$ cat src/rtl/hazard_scoreboard.sv
// hazard_scoreboard: ID-stage issue gate tracking in-flight destination latencies for load-use, multiply and WAW stalls
module hazard_scoreboard #(
  parameter int MUL_LAT  = 3,
  parameter int LOAD_LAT = 1,
  parameter int PERF_W   = 16
)(
  input  logic              clk,
  input  logic              reset,
  input  logic              ID_Valid,
  input  logic [4:0]        ID_Rs,
  input  logic [4:0]        ID_Rt,
  input  logic              ID_UseRs,
  input  logic              ID_UseRt,
  input  logic [4:0]        ID_Rd,
  input  logic [1:0]        ID_OpClass,
  input  logic              Flush,
  input  logic              MemStall,
  output logic              Stall,
  output logic              Issue,
  output logic [5:0]        PendingCount,
  output logic [PERF_W-1:0] StallCycles
);
  logic [2:0] cnt [32];
  logic [2:0] nxt [32];
  logic [2:0] lat;
  logic       raw, waw;
  logic [5:0] pop;
  assign lat = ID_OpClass == 2'b11 ? 3'(MUL_LAT) : ID_OpClass == 2'b10 ? 3'(LOAD_LAT) : 3'd0;
  assign raw = (ID_UseRs && ID_Rs != 5'd0 && cnt[ID_Rs] != 3'd0) ||
               (ID_UseRt && ID_Rt != 5'd0 && cnt[ID_Rt] != 3'd0);
  assign waw = ID_OpClass != 2'b00 && ID_Rd != 5'd0 && cnt[ID_Rd] > lat;
  assign Stall = ID_Valid && !Flush && (raw || waw);
  assign Issue = ID_Valid && !Flush && !Stall && !MemStall;
  always_comb begin
    pop = '0;
    for (int i = 0; i < 32; i++) begin
      nxt[i] = Issue && ID_OpClass[1] && ID_Rd != 5'd0 && ID_Rd == 5'(i) ? lat :
               cnt[i] != 3'd0 ? cnt[i] - 3'd1 : 3'd0;
      pop = pop + 6'(nxt[i] != 3'd0);
    end
  end
  always_ff @(posedge clk) begin
    if (reset) begin
      for (int i = 0; i < 32; i++) cnt[i] <= '0;
      PendingCount <= '0;
      StallCycles  <= '0;
    end else if (!MemStall) begin
      for (int i = 0; i < 32; i++) cnt[i] <= nxt[i];
      PendingCount <= pop;
      if (Stall && !(&StallCycles)) StallCycles <= StallCycles + PERF_W'(1);
    end
  end
endmodule
$ cat config.mk
export PLATFORM = sky130hd
export DESIGN_NAME = hazard_scoreboard
export DESIGN_NICKNAME = d
export VERILOG_FILES = /design/src/rtl/hazard_scoreboard.sv
export SDC_FILE = /design/constraint.sdc
export NUM_CORES = 1
export LEC_CHECK = 0
export BUFFER_PORTS_ARGS = -buffer_cell sky130_fd_sc_hd__buf_2
export CAP_MARGIN = 30
export CORE_MARGIN = 2
export CORE_UTILIZATION = 60
export CTS_CLUSTER_DIAMETER = 100
export DETAILED_ROUTE_END_ITERATION = 10
export PLACE_DENSITY = 0.78
export SYNTH_ARGS = -nofsm -noshare
export SYNTH_HDL_FRONTEND = slang
export SYNTH_SLANG_ARGS = --single-unit
$ cat constraint.sdc
create_clock -name clk -period 17.45 [get_ports clk]
set_clock_uncertainty 0.05 [all_clocks]
set_input_delay 5.235 -clock clk [delete_from_list [all_inputs] [get_ports clk]]
set_output_delay 5.235 -clock clk [all_outputs]
set_load 0.005 [all_outputs]
==> metrics, run 1 <==
kind of critical path primary input to output pin; # resized after CTS 0; WHS Path Cells 2; Hold Buf Count CTS 0; routability cong. roughly 0.95; cells along the critical path buf_2 -> mux4_2 -> mux4_2 -> mux2_2 -> ha_1 -> a21oi_1 -> a21oi_1 -> o21ai_0 -> o2111ai_2 -> nor2_1 -> nor2_1 -> buf_2; Ant. Diodes 0; Row Count between 40 and 50; Place WS 3.083 ns; worst reg2reg setup slack roughly 8.5 ns; H-tree depth 4; Clock Latency Late Sink 0.44 ns; clk sink count ~120; final slew viol count 0; hold path start PendingCount[5]$_SDFFE_PP0N_; Design Area, Final 11150 µm²; CP Capture Type output pin; Post-Route WL between 20 and 30 mm; Die Area 17840 µm²; Placeable Area between 15000 and 20000 µm²; Critical Path RT roughly 12 ns; Die Y 133.6 µm; Synth cell types 69; Post-DP HPWL around 19 mm; # Max-Cap Violations 0; WL/cell 20.19 µm; Placed Instance Area 10470 µm²; reg2reg path depth 28; Vias between 8000 and 9000; IO Pins between 40 and 50; Tcrit/Tclk final between 80 and 90%; outcome finished clean; Post-Synthesis Cells 1052; slowest stage cell, crit path nor2_1; CP max FO 33; filler cell count 1277; Root Driver clkbuf_16; worst r2r dst PendingCount[4]$_SDFFE_PP0N_; global-route wire length before repair ~42 mm; largest net degree at the start of global routing 76; Worst R2R Start cnt[14][1]$_SDFFCE_PN0P_; total grt overflow 0; number of global-route vias before repair 7852; final hold vios 0; Hold Crit Class register to register; synthesized area 10070 µm²; Yosys reg bits between 100 and 150; Final min period about 14 ns; Ys Warns 0; number of synthesized flops with an enable pin 96; FF/Latch Area around 3300 µm²; maximum vdd drop ~0.59 mV; Total Power 1661 µW; gr usage total 30.57%; sequential-to-total area share from yosys stat 32.99%; post-route ant nets 0; worst-margin pin slew 0.8939 ns; CTS tree yes; die width 133.6 µm; clk buf depth 2; Residual DRC 0; clock transition at the registers of the reported paths ~0.060 ns; Post-CTS Setup Inserts 0; Via density 6.308; Worst Slack Setup Final approximately 3.1 ns; P_leak ~0.0048 µW; Async SR Flop Fraction 0%; Post-Syn Area per Cell 9.574 µm²; share of cells above drive strength 1 between 10% and 20%; crit start category primary input; RSZ-0062 raised after global routing false; initial drt markers about 860; NumNets Final 1205; drt pass-1 iters 7; final setup violating endpoints 0; dominant synthesized flop cell edfxtp_1; P&R area growth vs syn 10.66%; fmax 69.51 MHz; Hold Path End PendingCount[5]$_SDFFE_PP0N_; arrival time at the worst endpoint a little over 9 ns; buffers added on ports between 40 and 50; area taken by multi-input logic gates just over 6000 µm²; starting density of the core 60.95%; CTS Buf Count 17; power per cell area about 150 nW/µm²; Worst slew margin 39.95%; crit-path max cell delay slightly below 0.7 ns; total negative slack 0 ns; Mapped Nets approximately 1200; initial antenna violation count 0
-- metal layers --
layer	share of wire, %	wire length (µm)	global-route usage [%]	vias up
li1	-	-	-	3815
met1	40	10680	40.96	3960
met2	45	12050	47.08	459
met3	12	3095	9.513	67
met4	2.8	750	11.23	0
met5	0	0	0	-
-- cells in the final DEF, fill, tap and decap left out, types with 5 or more instances in the layout --
master     netlist  final
buf_2            4     47
nor3_1          35     35
nor2_1          83     82
inv_1          105    105
o21ai_0          8      8
and3b_1         13     13
or4_4            6      6
nor2b_1         10     10
mux2i_1          7      7
buf_4            1      6
or3_1           26     26
nand2b_1        38     37
mux2_2          31     31
ha_1            74     74
or2_2           34     34
nand3_1         12     12
fa_1            24     24
nor4_1          11     11
clkbuf_16        0     22
nand2_1        103    103
mux2_4           6      6
and3_1          16     16
or4_1            5      5
nor3b_1         24     24
a2111oi_0        5      5
o21a_1           8      8
dfxtp_1         22     22
a21oi_1        101    101
mux4_2          38     38
edfxtp_1        96     96
-- cell families (layout without fill, tap and decap cells) --
kind of cell    after synthesis  after routing  synth area share, %
fa+ha+maj                    98             98                13.96
simple gates                440            440                23.62
buf+inv                     148            192                5.677
mux                          82             82                13.55
xor+xnor                      4              4               0.3479
compound gates              162            162                9.851
flops                       118            118                32.99
-- worst max-delay path by stage --
stage | cells past startpoint | slack, ns | to | start
after floorplan | 15 | 3.10 | Issue | ID_Rd[0]
after global placement | 12 | 3.15 | Stall | ID_Rd[0]
after detailed placement | 12 | 3.08 | Stall | ID_Rd[0]
after CTS | 12 | 3.10 | Stall | ID_Rd[0]
after global routing | 12 | 2.82 | Stall | ID_Rd[0]
final | 12 | 3.06 | Stall | ID_Rd[0]
-- layout make-up --
type	instances	area share (%)
clock inverter	6	0.3817
multi-input combinational	786	55.51
inverter	105	3.536
timing repair buffer	55	2.851
sequential	118	29.82
clock buffer	26	5.433
tap	220	2.470
-- report_power, final --
group	switching, µW	internal (µW)	total [µW]
Combinational	497	419	916
Clock	137	240	377
Sequential	34.1	334	368
-- worst max-delay path: cells and delay by family --
| family | cells | cell delay, ns |
|---|---|---|
| mux | 3 | 1.36 |
| simple gates | 2 | 0.75 |
| compound gates | 4 | 0.65 |
| fa+ha+maj | 1 | 0.28 |
| buf+inv | 2 | 0.79 |
-- sequential cells by signal (all words and copies together) (netlist names) --
signal and cells:
PendingCount 6, StallCycles 16, cnt 96
-- per-stage QoR --
step,utilization [%],hold WS [ns],std cells
floorplan,-,0.4118,1052
global route,67.45,0.4636,1316
finish,67.45,0.4313,1316
global placement,63.30,0.4131,1282
detailed placement,63.36,0.4083,1283
CTS,67.28,0.4271,1315
-- synthesized netlist by cell type (5+ instances only) --
cell | number | area (µm²)
fa_1 | 24 | 480.5
or2_2 | 34 | 212.7
a21oi_1 | 101 | 505.5
or4_4 | 6 | 67.56
o21a_1 | 8 | 60.06
or3_1 | 26 | 162.7
ha_1 | 74 | 925.9
nand2b_1 | 38 | 237.7
a2111oi_0 | 5 | 43.79
dfxtp_1 | 22 | 440.4
mux2i_1 | 7 | 70.07
nor2b_1 | 10 | 62.56
nand2_1 | 103 | 386.6
mux2_4 | 6 | 90.09
mux2_2 | 31 | 349.1
and3b_1 | 13 | 113.9
or4_1 | 5 | 37.54
inv_1 | 105 | 394.1
clkbuf_1 | 31 | 116.4
nor3_1 | 35 | 175.2
nor2_1 | 83 | 311.6
and3_1 | 16 | 100.1
buf_1 | 6 | 22.52
nor3b_1 | 24 | 180.2
mux4_2 | 38 | 855.8
o21ai_0 | 8 | 40.04
nand3_1 | 12 | 60.06
nor4_1 | 11 | 68.82
edfxtp_1 | 96 | 2883
Note: power is estimated with default switching activity, not from simulation.
==> run 2: changes to the inputs <==
--- a/config.mk
+++ b/config.mk
@@ -8,7 +8,7 @@
 export BUFFER_PORTS_ARGS = -buffer_cell sky130_fd_sc_hd__buf_2
 export CAP_MARGIN = 30
 export CORE_MARGIN = 2
-export CORE_UTILIZATION = 60
+export CORE_UTILIZATION = 57
 export CTS_CLUSTER_DIAMETER = 100
 export DETAILED_ROUTE_END_ITERATION = 10
 export PLACE_DENSITY = 0.78
==> constraint.sdc (replaced) <==
create_clock -name clk -period 12.5 [get_ports clk]
set_clock_uncertainty 0.05 [all_clocks]
set_input_delay 3.75 -clock clk [delete_from_list [all_inputs] [get_ports clk]]
set_output_delay 3.75 -clock clk [all_outputs]
set_load 0.005 [all_outputs]
==> run 2 against run 1 <==
Effect of this change:
- final area decreased by 0.44%
- core utilization decreased by 3.3 points
- critical path type is now primary input to register
- power increased by 41%
- critical path depth increased by 17
- sequential power increased by 40%
- worst hold slack improved by 0.0013 ns
- critical endpoint is now PendingCount[4]$_SDFFE_PP0N_
- combinational power increased by 47%
- non-clock buffer count increased by 7
- die area increased by 5.1%
- worst setup slack got worse by 2.4 ns
- routed wire length increased by 2.7%
- via count increased by 1.5%
==> metrics, run 2 (same netlist as run 1, synthesis figures left out) <==
die width 136.9 µm (was 133.6 µm); top flop regs cnt: 96 flops, StallCycles: 16 flops, PendingCount: 6 flops (unchanged); slowest stage cell, crit path mux4_2 (was nor2_1); gr usage total 30.63% (was 30.57%); Place WS 0.09645 ns (was 3.083 ns); outcome finished clean (unchanged); area taken by multi-input logic gates 6187 µm² (unchanged); worst-margin pin slew 0.9861 ns (was 0.8939 ns); Tcrit/Tclk final 94.89%; CP Capture Type register (was output pin); RSZ-0062 raised after global routing false (unchanged); total negative slack 0 ns (unchanged); P_leak 0.004715 µW (was 0.004758 µW); routability cong. 1.007 (was 0.9511); Post-Route WL 27.28 mm (was 26.57 mm); final setup violating endpoints 0 (unchanged); P&R area growth vs syn 10.17% (was 10.66%); total grt overflow 0 (unchanged); crit start category primary input (unchanged); Vias 8423 (was 8301); Post-CTS Setup Inserts 0 (unchanged); Placeable Area 17300 µm² (was 16520 µm²); NumNets Final 1212 (was 1205); commonest non-fill, non-tap cell in the layout inv_1 (unchanged); IO Pins 48 (unchanged); Post-DP HPWL 19.76 mm (was 19.12 mm); Row Count 48 (was 47); WL/cell 20.54 µm (was 20.19 µm); buffers added on ports 47 (unchanged); Residual DRC 0 (unchanged); clk buf depth 2 (unchanged); initial drt markers 1034 (was 863); CTS Buf Count 17 (unchanged); Critical Path RT 12.74 ns (was 12.16 ns); final hold vios 0 (unchanged); filler cell count 1402 (was 1277); Via density 6.343 (was 6.308); FF/Latch Area 3323 µm² (unchanged); kind of critical path primary input to register (was primary input to output pin); fmax around 84 MHz; drt pass-1 iters 6 (was 7); Final min period 11.86 ns; share of cells above drive strength 1 19.49% (was 19.53%); Worst Slack Setup Final 0.6393 ns (was 3.063 ns); post-route ant nets 0 (unchanged); Die Area 18750 µm² (was 17840 µm²); CTS tree yes (unchanged); final slew viol count 0 (unchanged); H-tree depth 4 (unchanged); Total Power 2339 µW (was 1661 µW); maximum vdd drop 0.4886 mV (was 0.5909 mV); worst hold slack 0.4326 ns (was 0.4313 ns); global-route wire length before repair 43.66 mm (was 42.09 mm); starting density of the core 58.23% (was 60.95%); max reg flops 96 (unchanged); Clock Latency Late Sink 0.43 ns (was 0.44 ns); Final Util 64.16% (was 67.45%); power per cell area 210.8 nW/µm² (was 149.0 nW/µm²); clock transition at the registers of the reported paths 0.06 ns (about the same); commonest cells after routing, fill and taps aside inv_1, nand2_1, a21oi_1 (unchanged); Root Driver clkbuf_16 (unchanged); # Max-Cap Violations 0 (unchanged); most frequent CP cell fa_1; Hold Crit Class register to register (unchanged); initial antenna violation count 0 (unchanged); clk sink count 118 (unchanged); Ant. Diodes 0 (unchanged); arrival time at the worst endpoint 12.10 ns (was 9.10 ns); Die Y 136.9 µm (was 133.6 µm); largest net degree at the start of global routing 76 (unchanged); Worst slew margin 34.26% (was 39.95%); crit-path max cell delay 0.57 ns (was 0.68 ns); number of global-route vias before repair 8045 (was 7852); Most flops, register cnt (unchanged); CP max FO 17 (was 33)
==> run 2: worst max-delay path, delay by kind of cell <==
kind            cells  cell delay (ns)
fa+ha+maj           9             4.15
xor+xnor            1             0.16
simple gates        5             1.16
buf+inv             4             0.50
mux                 3             1.33
compound gates      7             1.04
==> run 2: repair_timing <==
item                       4_1_cts  5_1_grt
setup endpoints to repair        0        1
hold buffers                     0        0
resized for setup                0        1
==> run 2: path summary, 6_finish.rpt <==
check	startpoint	to	slack (ns)	depth (start not counted)
min	PendingCount[5]$_SDFFE_PP0N_	PendingCount[5]$_SDFFE_PP0N_	0.43	2
min reg2reg	PendingCount[5]$_SDFFE_PP0N_	PendingCount[5]$_SDFFE_PP0N_	0.43	2
max	ID_Rd[0]	PendingCount[4]$_SDFFE_PP0N_	0.64	29
max reg2reg	cnt[28][1]$_SDFFCE_PP0P_	PendingCount[4]$_SDFFE_PP0N_	3.84	28
==> run 2: cell type report <==
type | count | area share, %
inverter | 105 | 3.552
tap | 225 | 2.537
timing repair buffer | 62 | 3.123
multi-input combinational | 786 | 55.76
clock inverter | 15 | 1.252
sequential | 118 | 29.95
clock buffer | 17 | 3.834
==> run 2: power breakdown <==
part	switching (µW)	internal (µW)
Clock	190	289
Sequential	47.8	466
Combinational	741	606
==> run 2: through the flow <==
stage | instance area (µm²) | std cells
floorplan | 10070 | 1052
global placement | 10530 | 1295
detailed placement | 10530 | 1296
CTS | 11090 | 1328
global route | 11100 | 1328
finish | 11100 | 1328
==> run 2: routing by layer <==
| metal | part of all wire [%] | track usage [%] | routed length (µm) | up-vias |
|---|---|---|---|---|
| li1 | - | - | - | 3822 |
| met1 | 40 | 41.32 | 10780 | 3982 |
| met2 | 45 | 47.62 | 12330 | 547 |
| met3 | 12 | 7.778 | 3348 | 72 |
| met4 | 3.0 | 11.57 | 821 | 0 |
| met5 | 0 | 0 | 0 | - |
==> run 3: changes to the inputs <==
--- a/config.mk
+++ b/config.mk
@@ -5,6 +5,7 @@
 export SDC_FILE = /design/constraint.sdc
 export NUM_CORES = 1
 export LEC_CHECK = 0
+export ABC_AREA = 1
 export BUFFER_PORTS_ARGS = -buffer_cell sky130_fd_sc_hd__buf_2
 export CAP_MARGIN = 30
 export CORE_MARGIN = 2
==> run 3 against run 2 <==
Effect of this change:
- critical path type unchanged
- non-clock buffer count is 2 lower
- area after synthesis decreased by 0.75%
- clock-buffer cell count rose by 5
- highest routed layer unchanged
- final cell count rose by 22%
- die area fell by 0.72%
- final area shrank 1.3%
- combinational power decreased by 9.6%
- maximum frequency increased by 1.2%
- worst hold slack got worse by 0.012 ns
==> metrics, run 3 <==
clk sink count 118 (unchanged); fmax 85.36 MHz (was 84.31 MHz); slowest stage cell, crit path fa_1 (was mux4_2); top post-synthesis cells by area edfxtp_1, nand2_1, ha_1, nor2_1, inv_1 (was edfxtp_1, ha_1, mux4_2, a21oi_1, fa_1); CP Capture Type register (unchanged); drt pass-1 iters 6 (unchanged); largest net degree at the start of global routing 51 (was 76); Ant. Diodes 0 (unchanged); global-route wire length before repair 47.84 mm (was 43.66 mm); Placeable Area 17240 µm² (was 17300 µm²); Hold Buf Count CTS 0 (unchanged); Async SR Flop Fraction 0% (unchanged); metal3 WL 4.089 mm (was 3.348 mm); kind of critical path primary input to register (unchanged); buffers added on ports 47 (unchanged); filler cell count 1483 (was 1402); synthesized area 9997 µm² (was 10070 µm²); WHS Path Cells 2 (unchanged); placed insts 1594 (was 1296); FF/Latch Area 3323 µm² (unchanged); RSZ-0062 raised after global routing false (unchanged); Clock Latency Late Sink 0.43 ns (about the same); worst setup path end PendingCount[4]$_SDFFE_PP0N_ (unchanged); Crit. Startpoint ID_Rd[1] (was ID_Rd[0]); power per cell area 203.9 nW/µm² (was 210.8 nW/µm²); starting density of the core 58.00% (was 58.23%); final hold vios 0 (unchanged); area taken by multi-input logic gates 5705 µm² (was 6187 µm²); worst r2r dst PendingCount[4]$_SDFFE_PP0N_ (unchanged); most frequent CP cell fa_1 (unchanged); # resized after CTS 0 (unchanged); Synth cell types 43 (was 69); arrival time at the worst endpoint 11.98 ns (was 12.10 ns); commonest non-fill, non-tap cell in the layout nand2_1 (was inv_1); worst reg2reg setup slack 4.38 ns (was 3.84 ns); Die Y 136.4 µm (was 136.9 µm); total negative slack 0 ns (unchanged); initial antenna violation count 0 (unchanged); P_leak 0.005298 µW (was 0.004715 µW); Synth area leader edfxtp_1 (unchanged); # Max-Cap Violations 0 (unchanged); switch share 44.02% (was 41.82%); crit start category primary input (unchanged); total grt overflow 0 (unchanged); Comb power frac 54.7% (was 57.6%); routability cong. 0.9970 (was 1.007); Place WS 0.6493 ns (was 0.09645 ns); Critical Path RT 12.76 ns (was 12.74 ns); Post-Syn Area per Cell 7.324 µm² (was 9.574 µm²); Post-DP HPWL 21.44 mm (was 19.76 mm); top-area cell type share of the netlist area 28.84% (was 28.62%); Root Driver clkbuf_16 (unchanged); part of the power in registers 22.3% (was 22.0%); clock network fraction of total power 23.0% (was 20.5%); outcome finished clean (unchanged); Residual DRC 0 (unchanged); Via density 5.986 (was 6.343); Mapped Nets 1487 (was 1174); Psw 983.1 µW (was 978.3 µW); share of cells above drive strength 1 10.49% (was 19.49%); Post-CTS Setup Inserts 0 (unchanged); CP max FO 18 (was 17); Most flops, register cnt (unchanged); dominant synthesized flop cell edfxtp_1 (unchanged); sequential-to-total area share from yosys stat 33.24% (was 32.99%); Post-Route WL 30.06 mm (was 27.28 mm); commonest cells after routing, fill and taps aside nand2_1, nor2_1, inv_1 (was inv_1, nand2_1, a21oi_1); max reg flops 96 (unchanged); Hold Crit Class register to register (unchanged); gr usage total 33.74% (was 30.63%); top layer in use met4 (unchanged); Post-synth top cells nand2_1, nor2_1, inv_1, nand3_1, edfxtp_1 (was inv_1, nand2_1, a21oi_1, edfxtp_1, nor2_1); top flop regs cnt: 96 flops, StallCycles: 16 flops, PendingCount: 6 flops (unchanged); WL/cell 18.49 µm (was 20.54 µm); WL met2 12.79 mm (was 12.33 mm); Design Area, Final 10960 µm² (was 11100 µm²); P&R area growth vs syn 9.587% (was 10.17%); IO Pins 48 (unchanged); initial drt markers 1558 (was 1034); Worst slew margin 48.64% (was 34.26%); CTS tree yes (unchanged); Non-Filler Instances 1626 (was 1328); Yosys reg bits 118 (unchanged); die width 136.4 µm (was 136.9 µm); NumNets Final 1510 (was 1212); reg2reg path depth 33 (was 28); Met1 Wirelength 12.07 mm (was 10.78 mm); Placed Instance Area 10330 µm² (was 10530 µm²); Tcrit/Tclk final 93.73% (was 94.89%); Die Area 18610 µm² (was 18750 µm²); number of global-route vias before repair 8950 (was 8045); Cell Int Power 1250 µW (was 1361 µW); clk buf depth 2 (unchanged); post-route ant nets 0 (unchanged); Ys Warns 0 (unchanged); crit-path max cell delay 0.56 ns (was 0.57 ns); final setup violating endpoints 0 (unchanged); worst-margin pin slew 0.7704 ns (was 0.9861 ns); Vias 9734 (was 8423); CTS Buf Count 17 (unchanged); Final min period 11.72 ns (was 11.86 ns); clock transition at the registers of the reported paths 0.06 ns (about the same); number of synthesized flops with an enable pin 96 (unchanged); Worst R2R Start cnt[4][1]$_SDFFCE_PN0P_ (was cnt[28][1]$_SDFFCE_PP0P_); most common cell in the netlist nand2_1 (was inv_1); Row Count 48 (unchanged); Worst Slack Setup Final 0.7843 ns (was 0.6393 ns); H-tree depth 4 (unchanged); Post-Synthesis Cells 1365 (was 1052); maximum vdd drop 0.6655 mV (was 0.4886 mV); final slew viol count 0 (unchanged)
## run 3: how the worst min path moves through the flow
stage,start,to,slack (ns)
2_1_floorplan,PendingCount[5]$_SDFFE_PP0N_,PendingCount[5]$_SDFFE_PP0N_,0.42
3_3_place_gp,PendingCount[0]$_SDFFE_PP0N_,PendingCount[0]$_SDFFE_PP0N_,0.41
3_5_place_dp,PendingCount[5]$_SDFFE_PP0N_,PendingCount[5]$_SDFFE_PP0N_,0.41
4_1_cts,PendingCount[5]$_SDFFE_PP0N_,PendingCount[5]$_SDFFE_PP0N_,0.42
5_1_grt,PendingCount[5]$_SDFFE_PP0N_,PendingCount[5]$_SDFFE_PP0N_,0.46
6_report,PendingCount[5]$_SDFFE_PP0N_,PendingCount[5]$_SDFFE_PP0N_,0.42
## run 3: layer usage
| layer | global-route usage, % | vias up |
|---|---|---|
| met1 | 46.44 | 4376 |
| met4 | 12.27 | 0 |
| met3 | 9.694 | 120 |
| met5 | 0 | - |
| met2 | 50.61 | 703 |
| li1 | - | 4535 |
## run 3: layout make-up
type	count	share of cell area, %
Clock inverter	10	0.6852
Clock buffer	22	5.025
Tap cell	225	2.570
Sequential cell	118	30.33
Timing Repair Buffer	60	3.038
Inverter	183	6.270
Multi-Input combinational cell	1008	52.08
## run 3: power groups by stage
| stage | Combinational, µW | Clock, µW | Sequential, µW |
|---|---|---|---|
| 4_1_cts | 1210 | 515 | 497 |
| 3_5_place_dp | 1190 | 0 | 504 |
| 2_1_floorplan | 910 | 0 | 495 |
| 6_report | 1220 | 513 | 499 |
| 3_3_place_gp | 1170 | 0 | 505 |
| 5_1_grt | 1430 | 531 | 502 |
## run 3: cell families after synthesis
group | after synthesis | synth area share (%)
AO/OA/AOI/OAI | 184 | 10.36
XOR/XNOR | 3 | 0.2629
adder cells (fa/ha/maj) | 98 | 14.07
buffers and inverters | 239 | 9.787
flip-flops | 118 | 33.24
AND/OR/NAND/NOR | 723 | 32.28
## run 3: critical path: cells and delay by family
kind	cells	cell delay, ns
adder cells (fa/ha/maj)	9	3.83
AND/OR/NAND/NOR	11	1.74
buffers and inverters	9	1.18
AO/OA/AOI/OAI	8	1.48
## run 3: per-stage QoR
stage	utilization, %	total power [µW]	hold WS, ns
after global routing	63.56	2465	0.4585
final	63.56	2233	0.4201
after floorplan	-	1404	0.4164
after global placement	59.93	1675	0.4105
after CTS	63.56	2222	0.4229
after detailed placement	59.93	1699	0.4110
